**src/rtl/adsr_env.sv**
```systemverilog
// adsr_env: ADSR envelope generator on a prescaled tick, scaling the oscillator sample by the envelope.
module adsr_env #(
  parameter int PRESCALE = 256
) (
  input  logic       clk,
  input  logic       rst,
  input  logic       gate,
  input  logic       mute,
  input  logic [7:0] adsr_ai,
  input  logic [7:0] adsr_di,
  input  logic [7:0] adsr_s,
  input  logic [7:0] adsr_ri,
  input  logic [7:0] sample_in,
  output logic [7:0] sample_out,
  output logic [7:0] env,
  output logic       active,
  output logic [2:0] state
);
  typedef enum logic [2:0] {IDLE, ATTACK, DECAY, SUSTAIN, RELEASE} state_t;
  localparam int CW = $clog2(PRESCALE);
  state_t st_q, st_d;
  logic [CW-1:0] cnt_q, cnt_d;
  logic [15:0] acc_q, acc_d, target, prod;
  logic [16:0] sum, lim;
  logic [7:0] sample_q, sample_d;
  logic gate_q, gate_d, tick, rise;
  assign env = acc_q[15:8];
  assign active = st_q != IDLE;
  assign state = st_q;
  assign sample_out = sample_q;
  always_comb begin
    tick = cnt_q == CW'(PRESCALE - 1);
    cnt_d = tick ? '0 : cnt_q + 1'b1;
    rise = gate & ~gate_q;
    gate_d = gate & ~mute;
    target = {adsr_s, 8'h00};
    sum = {1'b0, acc_q} + {9'h0, adsr_ai};
    lim = {1'b0, target} + {9'h0, adsr_di};
    prod = sample_in * env;
    sample_d = mute ? '0 : prod[15:8];
    st_d = st_q;
    acc_d = acc_q;
    if (mute) begin
      st_d = IDLE;
      acc_d = '0;
    end else if (rise) begin
      st_d = ATTACK;
    end else if (!gate) begin
      if (st_q == ATTACK || st_q == DECAY || st_q == SUSTAIN) begin
        st_d = RELEASE;
      end else if (tick && st_q == RELEASE) begin
        st_d = (acc_q <= {8'h0, adsr_ri}) ? IDLE : RELEASE;
        acc_d = (acc_q <= {8'h0, adsr_ri}) ? '0 : acc_q - {8'h0, adsr_ri};
      end
    end else if (tick) begin
      case (st_q)
        ATTACK: begin
          st_d = (sum >= 17'h0FFFF) ? DECAY : ATTACK;
          acc_d = (sum >= 17'h0FFFF) ? 16'hFFFF : sum[15:0];
        end
        DECAY: begin
          // compare in 17 bits so target + di cannot wrap
          st_d = ({1'b0, acc_q} <= lim) ? SUSTAIN : DECAY;
          acc_d = ({1'b0, acc_q} <= lim) ? target : acc_q - {8'h0, adsr_di};
        end
        SUSTAIN: acc_d = target;
        default: ;
      endcase
    end
  end
  always_ff @(posedge clk) begin
    if (rst) begin
      st_q <= IDLE;
      cnt_q <= '0;
      acc_q <= '0;
      gate_q <= 1'b0;
      sample_q <= '0;
    end else begin
      st_q <= st_d;
      cnt_q <= cnt_d;
      acc_q <= acc_d;
      gate_q <= gate_d;
      sample_q <= sample_d;
    end
  end
endmodule

```
**config.mk**
```make
export PLATFORM = sky130hd
export DESIGN_NAME = adsr_env
export DESIGN_NICKNAME = d
export VERILOG_FILES = /design/src/rtl/adsr_env.sv
export SDC_FILE = /design/constraint.sdc
export NUM_CORES = 1
export LEC_CHECK = 0
export ABC_AREA = 1
export ABC_CLOCK_PERIOD_IN_PS = 10300
export CAP_MARGIN = 20
export CORE_MARGIN = 5
export CORE_UTILIZATION = 35
export DETAILED_ROUTE_END_ITERATION = 8
export GPL_ROUTABILITY_DRIVEN = 0
export GPL_TIMING_DRIVEN = 0
export HOLD_SLACK_MARGIN = 0.08
export SYNTH_ARGS = -nofsm -noshare
export SYNTH_HDL_FRONTEND = slang
export SYNTH_SLANG_ARGS = --single-unit
```
**constraint.sdc**
```tcl
create_clock -name clk -period 10.3 [get_ports clk]
set_input_delay 1.545 -clock clk [delete_from_list [all_inputs] [get_ports clk]]
set_output_delay 1.545 -clock clk [all_outputs]
set_load 0.02 [all_outputs]
```
; ---- After elaboration in Yosys (flattened, before gate mapping)
; Index checks and enable logic that the tools add are counted.
[word_totals]
reg_bits = 36
in_bits = 44
output_inout_bits = 20
word_cells = 61
[classes]
addsub = 5
n_mul = 1
n_lt_le_gt_ge = 3
n_eq_ne = 11
muxes = 17
n_bitwise = 5
reduce_logical = 13
[ops]
columns = cell, count
row1 = $mux W16, 7
row2 = $pmux W16 S3, 1
row3 = $add A16 B8 Y17, 2
row4 = $sub A16 B8 Y16, 2
row5 = $ge A17 B16 Y1 const B, 1
row6 = $le A16 B17 Y1, 1
row7 = $le A16 B8 Y1, 1
row8 = $mul A8 B8 Y16, 1
row9 = $mux W3, 5
row10 = $add A8 B1 Y8 const B, 1
row11 = $eq A8 B8 Y1 const B, 1
row12 = $ne A4 B1 Y1 const B, 2
row13 = $eq A3 B2 Y1 const B, 2
row14 = $ne A3 B1 Y1 const B, 2
row15 = $pmux W3 S2, 1
row16 = $reduce_and A3 Y1, 2
row17 = $reduce_bool A3 Y1, 2
row18 = $reduce_and A5 Y1, 1
row19 = $reduce_bool A4 Y1, 1
row20 = $reduce_or A2 Y1, 2
row21 = $eq A3 B1 Y1 const B, 1
row22 = $eq A3 B3 Y1 const B, 1
row23 = $not A1 Y1, 3
row24 = $reduce_or A3 Y1, 1
row25 = 8 further kinds, 11

; ---- Longest topological paths before layout
; Gate-level depths: netlist of run 1.
[logic_depth]
word_depth = 7
ltp_mapped = 24
mapped_depth_nobuf = 23

; ---- Worst setup path before layout of run 1
; No wires, ideal clock.
[synth_timing]
path_type = in2reg
start = in sample_in[1]
end = reg sample_q[5] (netlist: sample_out[5])
setup_ns = 0.113
arrival_ns = 5.270
t_required_ns = 10.187
slack_ns = 4.917
path_stages = 22
path_buffers = 1
cell_sequence = buf_2 > nand2_1 > inv_1 > fa_1 > fa_1 > fa_1 > inv_1 > fa_1 > inv_1 > ha_1 > nand2_1 > nor2_1 > a211oi_1 > o21ai_0 > nand2_1 > nand2_1 > nand2_1 > nand2_1 > a21oi_1 > nand2_1 > nand2_1 > nor2_1
[synth_via]
elab_chain_cells = 1
[synth_rtl]
columns = item, line_no
row1 = from (decl), 13  ; input logic [7:0] sample_in,
row2 = $mul A8 B8 Y16, 39  ; prod = sample_in * env;
row3 = to (signal assigned), 83  ; sample_q <= sample_d;
row4 = to (decl), 25  ; logic [7:0] sample_q, sample_d;
; Every way passes these cells.
; A chain may end at the register's enable or synchronous reset.

; ---- Worst setup path in the final report of run 1
[layout_timing]
start = in sample_in[0]
end = reg sample_q[7] (netlist: sample_out[7])
; The elaborated chain is that of the path after synthesis.

==> flow_summary_export.csv, run 1 <==
group,metric,value,unit
route,wire_per_inst,13.3,um
route,dr_wl_met2,7770,um
yosys,synthMuxAreaShare,0,%
final_layout,seqCellArea,721,um^2
timing,setup-tns-final,0,ps
yosys,syn_inst,966,
timing,finalSetupViolCount,0,
route,drt-pass1-iter-count,5,
die,die_h,142,um
yosys,synth_compound_area_share,11.4,%
timing,whs,457,ps
final_layout,diodes,0,
route,wl_met1,7890,um
clocking,root_buffer,"clkbuf_16",
power_and_ir_drop,p_per_area,67.9,nW/um^2
timing,report.final.slew_viol_count,0,
yosys,ys_top_cells_by_count,"nand2_1 (268), inv_1 (186), nor2_1 (69)",
worst_setup_path,cp_slowest_cell,"clkdlybuf4s50_1",
yosys,syn_area,6050,um^2
global_route,antenna_found_initial,0,
placement,dp.cells,1247,
yosys,yosysWarnings,0,
clocking,cts_sinks,36,
timing,period_needed,5890,ps
worst_setup_path,path_delay_family,"adder cells",
timing,fmaxAchievable,170,MHz
worst_setup_path,cp_common_cell,"nand2_1",
yosys,synthSimpleGateAreaFrac,31.9,%
clocking,clk_pin_slew,60,ps
route,wl_met3,769,um
clocking,cts_tree,"yes",
yosys,synth_top_area_cell,"nand2_1",
clocking,numCtsBuffers,5,
yosys,synth_top_family_by_area,"simple AND/OR/NAND/NOR gates",
die,pin_count,64,
yosys,seq_area_frac_synth,11.9,%
placement,dp_hpwl,14100,um
worst_setup_path,slowest_delay,620,ps
final_layout,final_cells,1255,
clocking,cts_max_level,2,
yosys,syn-num-nets,1114,
route,drc_errors,0,
yosys,netlist.area_leader.share,16.6,%
worst_setup_path,crit_chain,"clkdlybuf4s50_1, nand2_1, fa_1, inv_1, fa_1, fa_1, inv_1, fa_1, inv_1, ha_1, nand2_1, nor2_1, a211oi_1, o21ai_0, nand2_1, nand2_1, nand2_1, nand2_1, a21oi_1, nand2_1, nand2_1, nor2_1",
yosys,synth.most_common_cell,"nand2_1",
timing,slew_headroom,43.6,%
worst_setup_path,cp-start-kind,"primary input",
global_route,grt_overflow,0,
clocking,clk_latency,300,ps
final_layout,multiInputGateArea,4360,um^2
route,drt-vias-per-instance,4.73,
route,first_iter_violations,310,
route,drtAntennaViolNets,0,
yosys,syn_area_per_cell,6.27,um^2
global_route,grt_pass1_wl,28200,um
global_route,grtUsageTotal,17.3,%
clocking,cts_hold_buf,0,
yosys,synthArstFlopShare,0,%
yosys,synth_xor_area_share,2.60,%
die,die_area,20000,um^2
worst_setup_path,critPathBufInv,4,
timing,hold_viol,0,
yosys,synth-edff-count,0,
status,outcome,"finished clean",
die,initial_core_util,35.4,%
die,placementRows,48,
global_route,first_global_vias,5709,
worst_setup_path,required,10490,ps
final_layout,design_area,7040,um^2
yosys,synth-adder-area-share,26.2,%
final_layout,syn2layout_area_growth,16.3,%
final_layout,drive_gt1_share,7.38,%
route,drt-total-wl,16700,um
yosys,yosys-top-cells-area,"nand2_1 (17%), ha_1 (14%), fa_1 (13%)",
route,highest_layer,"met4",
hold_path,hp-class,"flip-flop to flip-flop",
worst_setup_path,path_max_fanout,7,
placement,portBuffers,56,
run,cap_violations,0,
clocking,max-clock-path-buffers,2,
worst_setup_path,crit_type,"primary input to flip-flop",
timing,fin_skew,8.28,ps
yosys,synth-seq-cells,36,
power_and_ir_drop,p_leak,4.13,nW
worst_setup_path,arrival,6080,ps
final_layout,finish.net_count,1177,
final_layout,fillerInstances,1854,
worst_setup_path,end_kind,"flip-flop",
timing,fin_crit_sh,57.2,%
timing,worst_pin_slew,843,ps
die,core_area,17100,um^2
clocking,cts_setup_buffers,0,
placement,dpl-instance-area,6900,um^2
yosys,synth_flop_cell,"dfxtp_1",
timing,rsz0062_at_grt,"false",
route,num_vias,5935,
yosys,yosysUniqueCellTypes,42,
global_route,grt_max_degree,13,
die,die_w,142,um
power_and_ir_drop,vdd_drop_max,0.0000494,V
clocking,cts_resized,0,
worst reg2reg max path: stages, from the launching register on:
cell and delay [ps]:
dfxtp_1 430, buf_4 220, clkbuf_1 410, nand2_1 110
inv_1 90, fa_1 430, fa_1 490, fa_1 550
inv_1 50, fa_1 530, inv_1 50, ha_1 340
nand2_1 80, nor2_1 40, a211oi_1 150, o21ai_0 190
nand2_1 120, nand2_1 120, nand2_1 100, nand2_1 120
a21oi_1 190, nand2_1 70, nand2_1 60, nor2_1 50
cells by family after synthesis:
family / after synthesis
xor gates and xnor gates: 18
adders and majority gates: 104
AOI/OAI and AO/OA: 125
and+or+nand+nor: 447
DFF: 36
buffers and inverters: 236
layer usage:
layer	GRT usage, %	vias to the layer above
met5	0	-
met2	29.4	116
met1	23.3	2682
met3	2.60	14
met4	3.74	0
li1	-	3123
through the flow:
stage                     setup slack, ps  power, mW  utilization [%]
after floorplan                      4920      0.268                -
after global placement               4060      0.321             40.3
after detailed placement             4080      0.322             40.3
after CTS                            4370      0.484             41.1
after global routing                 4090      0.512             41.1
final                                4410      0.478             41.1
report_power, final:
group          switching (mW)  total (mW)  internal [mW]
registers             0.00527       0.149          0.144
logic                   0.101       0.170         0.0694
clock network          0.0692       0.159         0.0894
cells in the final DEF, fill, tap and decap left out, drive strengths merged:
cell           count
nor3b              4
nor3              10
a211oi             1
clkinv             4
fa                38
and3               1
nand3             67
a21boi             4
nand3b             2
clkbuf            21
nand4              8
a41oi              1
dfxtp             36
o21bai             2
a22oi              2
buf               26
ha                66
inv              193
o21a               3
nor2              74
or2               10
xor2              15
o22ai              1
xnor2              3
nand2            271
a21o               4
o211ai             1
a21oi             57
clkdlybuf4s50     56
o21ai             39
a31oi             10
path summary, 6_finish.rpt:
check | from | end | slack (ps) | depth (start not counted)
worst max-delay path | sample_in[0] | sample_out[7] | 4410 | 22
worst min-delay path | cnt_q[0] | cnt_q[0] | 460 | 1
worst max register to register | acc_q[10] | sample_out[7] | 5210 | 23
worst min register to register | cnt_q[0] | cnt_q[0] | 460 | 1
registers in the layout, summed over array words and instances (netlist names):
| register | count |
|---|---|
| state | 3 |
| gate_q | 1 |
| cnt_q | 8 |
| sample_out | 8 |
| acc_q | 16 |
final cells by class:
type / count / share of cell area (%)
Timing Repair Buffer: 56 / 7.96
Tap cell: 225 / 4.00
Clock buffer: 5 / 1.78
Inverter: 194 / 10.3
Buffer: 42 / 3.43
Clock inverter: 3 / 0.267
Sequential cell: 36 / 10.2
Multi-Input combinational cell: 694 / 62.0
(Power assumes the default switching activity.)
==> run 2: changes to the inputs <==
ABC_CLOCK_PERIOD_IN_PS = 5140   (was 10300)
clock period = 5.14 ns   (was 10.3 ns; I/O delays follow)
==> flow_summary_export.csv, run 2 (synthesis results as in run 1) <==
group,metric,value,unit
status,outcome,"finished clean",
route,drtAntennaViolNets,0,
clocking,cts_hold_buf,0,
die,pin_count,64,
global_route,grt_overflow,0,
die,die_w,142,um
clocking,root_buffer,"clkbuf_16",
clocking,clk_latency,300,ps
route,drt-total-wl,16700,um
die,placementRows,48,
timing,rsz0062_at_grt,"false",
power_and_ir_drop,total_power,957,uW
hold_path,hp-class,"flip-flop to flip-flop",
global_route,antenna_found_initial,0,
global_route,first_global_vias,5709,
worst_setup_path,cp-start-kind,"primary input",
route,first_iter_violations,347,
power_and_ir_drop,vdd_drop_max,0.0000990,V
placement,portBuffers,56,
worst_setup_path,cp_slowest_cell,"fa_1",
clocking,cts_sinks,36,
worst_setup_path,slowest_delay,550,ps
worst_setup_path,crit_chain,"clkdlybuf4s15_1, nand2_1, fa_1, inv_1, fa_1, fa_1, inv_1, fa_1, inv_1, ha_1, nand2_1, nor2_1, a211oi_1, o21ai_0, nand2_1, nand2_1, nand2_1, nand2_1, a21oi_1, nand2_1, nand2_1, nor2_1",
timing,period_needed,4800,ps
timing,fin_skew,8.09,ps
route,wl_met1,7920,um
clocking,cts_tree,"yes",
final_layout,syn2layout_area_growth,16.2,%
final_layout,diodes,0,
global_route,grt_max_degree,13,
clocking,max-clock-path-buffers,2,
route,num_vias,5887,
route,dr_wl_met2,7750,um
final_layout,largest_register_ffs,16,
final_layout,final_cell_mix,"nand2_1 (268), inv_1 (186), nor2_1 (69)",
run,cap_violations,0,
route,drt-vias-per-instance,4.70,
clocking,numCtsBuffers,5,
final_layout,final_cells,1252,
timing,fin_crit_sh,93.4,%
clocking,cts_max_level,2,
final_layout,finish.net_count,1174,
timing,report.final.slew_viol_count,0,
placement,dp.cells,1247,
timing,fmaxAchievable,208,MHz
worst_setup_path,critPathBufInv,4,
die,core_area,17100,um^2
route,highest_layer,"met4",
worst_setup_path,crit_type,"primary input to flip-flop",
final_layout,largest_register,"acc_q",
timing,setup-tns-final,0,ps
worst_setup_path,required,5330,ps
placement,dp_hpwl,14100,um
power_and_ir_drop,p_per_area,136,nW/um^2
timing,slew_headroom,42.5,%
route,drt-pass1-iter-count,6,
route,wire_per_inst,13.3,um
route,wl_met3,704,um
global_route,grt_pass1_wl,28200,um
worst_setup_path,path_max_fanout,7,
die,die_area,20000,um^2
die,die_h,142,um
timing,hold_viol,0,
die,initial_core_util,35.4,%
power_and_ir_drop,p_leak,4.14,nW
timing,finalSetupViolCount,0,
final_layout,layout_commonest_cell,"nand2_1",
worst_setup_path,path_delay_family,"adder cells",
route,drc_errors,0,
worst_setup_path,end_kind,"flip-flop",
global_route,grtUsageTotal,17.3,%
timing,worst_pin_slew,860,ps
worst_setup_path,cp_common_cell,"nand2_1",
clocking,clk_pin_slew,60,ps
final_layout,drive_gt1_share,7.79,%
worst_setup_path,arrival,4990,ps
[run 2: cell count changes in the layout (fill, tap and decap cells not counted), sizes merged]
cell	previous run	this run
clkbuf	21	17
buf	26	27
clkdlybuf4s50	56	55
clkdlybuf4s15	0	1
[run 2: area by class of cell]
cell class	count	area, um^2
Clock buffer	5	125
Clock inverter	3	18.8
Inverter	194	728
Fill cell	1858	10100
Buffer	39	234
Timing Repair Buffer	56	561
Sequential cell	36	722
Tap cell	225	282
Multi-Input combinational cell	694	4360
[run 2: path summary, 6_finish.rpt]
path                start            end  cells past startpoint  slack [ps]
max          sample_in[0]  sample_out[7]                     22         340
min              cnt_q[0]       cnt_q[0]                      1         460
max reg2reg     acc_q[15]  sample_out[7]                     22         350
min reg2reg      cnt_q[0]       cnt_q[0]                      1         460
[run 2: routing by layer]
metal / track usage (%) / vias to the layer above
met5: 0 / -
met4: 3.74 / 0
met3: 2.60 / 16
met2: 29.4 / 97
met1: 23.3 / 2659
li1: - / 3115
[run 2: where the power goes]
group,internal [mW],leakage (nW),switching [mW]
Sequential,0.288,0.293,0.0106
Combinational,0.139,3.78,0.202
Clock,0.179,0.0736,0.139
[run 2: repair_timing]
item / 4_1_cts / 5_1_grt
buffers inserted: 0 / 0
pin swaps: 0 / 0
cloned: 0 / 0
setup endpoints to repair: 2 / 5
gates resized for setup: 1 / 10
[run 2: stage by stage]
stage	area, um^2	setup WS (ps)	util [%]	hold slack [ps]
final	7030	340	41.1	457
after global routing	7030	4.75	41.1	493
after CTS	7040	21.8	41.1	465
after detailed placement	6900	-308	40.3	451
after global placement	6900	-322	40.3	436
after floorplan	6050	531	-	418
==> run 3: changes to the inputs <==
PLACE_DENSITY = 0.62   (was default)
==> flow_summary_export.csv, run 3 (synthesis results as in run 1) <==
group,metric,value,unit
global_route,grt_max_degree,13,
final_layout,fillerInstances,1867,
final_layout,design_area,7030,um^2
timing,fmaxAchievable,208,MHz
final_layout,diodes,0,
worst_setup_path,path_max_fanout,10,
worst_setup_path,rr_worst_depth,22,
hold_path,hp-class,"flip-flop to flip-flop",
global_route,grt_overflow,0,
route,wl_met1,7790,um
power_and_ir_drop,total_power,954,uW
power_and_ir_drop,vdd_drop_max,0.000128,V
route,wire_per_inst,13.0,um
status,outcome,"finished clean",
route,drt-pass1-iter-count,5,
run,cap_violations,0,
final_layout,finish.net_count,1174,
clocking,cts_sinks,36,
clocking,max-clock-path-buffers,2,
timing,whs,451,ps
worst_setup_path,r2r-end,"sample_out[7]",
final_layout,largest_register_ffs,16,
clocking,cts_setup_buffers,0,
timing,finalSetupViolCount,0,
route,drt-vias-per-instance,4.69,
final_layout,final_cell_mix,"nand2_1 (268), inv_1 (186), nor2_1 (69)",
placement,dp_hpwl,13800,um
hold_path,min_to,"cnt_q[0]",
worst_setup_path,arrival,5000,ps
timing,worst_pin_slew,833,ps
global_route,antenna_found_initial,0,
timing,rsz0062_at_grt,"false",
route,wl_met3,745,um
worst_setup_path,timing.rr.start,"acc_q[15]",
route,drt-total-wl,16300,um
die,initial_core_util,35.4,%
timing,worst_slack,336,ps
placement,portBuffers,56,
worst_setup_path,end_kind,"flip-flop",
route,first_iter_violations,305,
hold_path,whs_path_depth,1,
die,die_area,20000,um^2
final_layout,multiInputGateArea,4360,um^2
timing,fin_crit_sh,93.5,%
global_route,grt_pass1_wl,27300,um
power_and_ir_drop,p_leak,4.14,nW
worst_setup_path,crit_type,"flip-flop to flip-flop",
worst_setup_path,required,5330,ps
route,drc_errors,0,
timing,report.final.slew_viol_count,0,
worst_setup_path,rrSetupSlack,340,ps
power_and_ir_drop,p_per_area,136,nW/um^2
clocking,clk_pin_slew,60,ps
clocking,numCtsBuffers,5,
final_layout,largest_register,"acc_q",
clocking,clk_latency,300,ps
die,core_area,17100,um^2
die,die_w,142,um
hold_path,min_from,"cnt_q[0]",
clocking,cts_resized,1,
final_layout,drive_gt1_share,7.79,%
final_layout,syn2layout_area_growth,16.2,%
final_layout,layout_commonest_cell,"nand2_1",
placement,dp_slack,-337,ps
global_route,first_global_vias,5681,
clocking,root_buffer,"clkbuf_16",
global_route,grtUsageTotal,16.8,%
placement,dpl-instance-area,6900,um^2
die,pin_count,64,
die,placementRows,48,
timing,hold_viol,0,
clocking,cts_hold_buf,0,
timing,fin_skew,7.36,ps
final_layout,finalCoreUtilization,41.1,%
timing,period_needed,4800,ps
route,highest_layer,"met4",
clocking,cts_tree,"yes",
route,drtAntennaViolNets,0,
route,num_vias,5872,
route,dr_wl_met2,7550,um
die,die_h,142,um
final_layout,seqCellArea,722,um^2
timing,slew_headroom,44.3,%
worst_setup_path,cp-start-kind,"flip-flop",
clocking,cts_max_level,2,
==> run 3: cell types whose count changed in the layout (fill, tap and decap cells not counted) <==
cell | previous run | this run
buf_2 | 13 | 11
o21ai_1 | 1 | 2
clkbuf_2 | 6 | 8
o21ai_0 | 38 | 37
==> run 3: report_power, final <==
part           leakage (nW)  internal (mW)  total, mW  switching (mW)
logic                  3.77          0.139      0.340           0.201
registers             0.293          0.288      0.298          0.0105
clock network        0.0736          0.179      0.316           0.137
total                  4.14          0.606      0.954           0.349
==> run 3: layer usage <==
layer  GRT usage, %  up-vias
met5              0        -
met4           3.69        0
met3           2.39       13
met2           28.8      118
met1           22.4     2618
li1               -     3123
==> run 3: final cells by class <==
cell class                      count  area share [%]
Multi-Input combinational cell    694            62.0
Timing Repair Buffer               56            7.97
Clock buffer                        5            1.78
Inverter                          194            10.4
Buffer                             39            3.33
Tap cell                          225            4.00
Clock inverter                      3           0.267
Sequential cell                    36            10.3
==> run 3: critical path, stage by stage, from the launching register on <==
cell	delay, ps
dfxtp_1	490
clkbuf_2	290
nand2_1	70
inv_1	90
fa_1	440
fa_1	540
fa_1	560
inv_1	60
fa_1	530
inv_1	40
ha_1	340
nand2_1	80
nor2_1	40
a211oi_1	170
o21ai_1	150
nand2_1	100
nand2_1	110
nand2_1	100
nand2_1	110
a21oi_1	200
nand2_1	70
nand2_1	60
nor2_1	50
==> run 3: how the worst max path moves through the flow <==
| stage | from | endpoint | depth (start not counted) | slack [ps] |
|---|---|---|---|---|
| 3_5_place_dp | sample_in[0] | sample_out[7] | 20 | -340 |
| 2_1_floorplan | sample_in[1] | sample_out[5] | 22 | 530 |
| 3_3_place_gp | sample_in[0] | sample_out[7] | 22 | -330 |
| 6_report | acc_q[15] | sample_out[7] | 22 | 340 |
| 5_1_grt | sample_in[0] | sample_out[7] | 22 | 4 |
| 4_1_cts | acc_q[11] | sample_out[7] | 23 | 30 |
==> run 3: stage by stage <==
stage                     TNS [ps]  cells
after global routing             0   1252
after detailed placement     -1150   1247
after CTS                        0   1255
final                            0   1252
after global placement       -1100   1247
after floorplan                  0    966
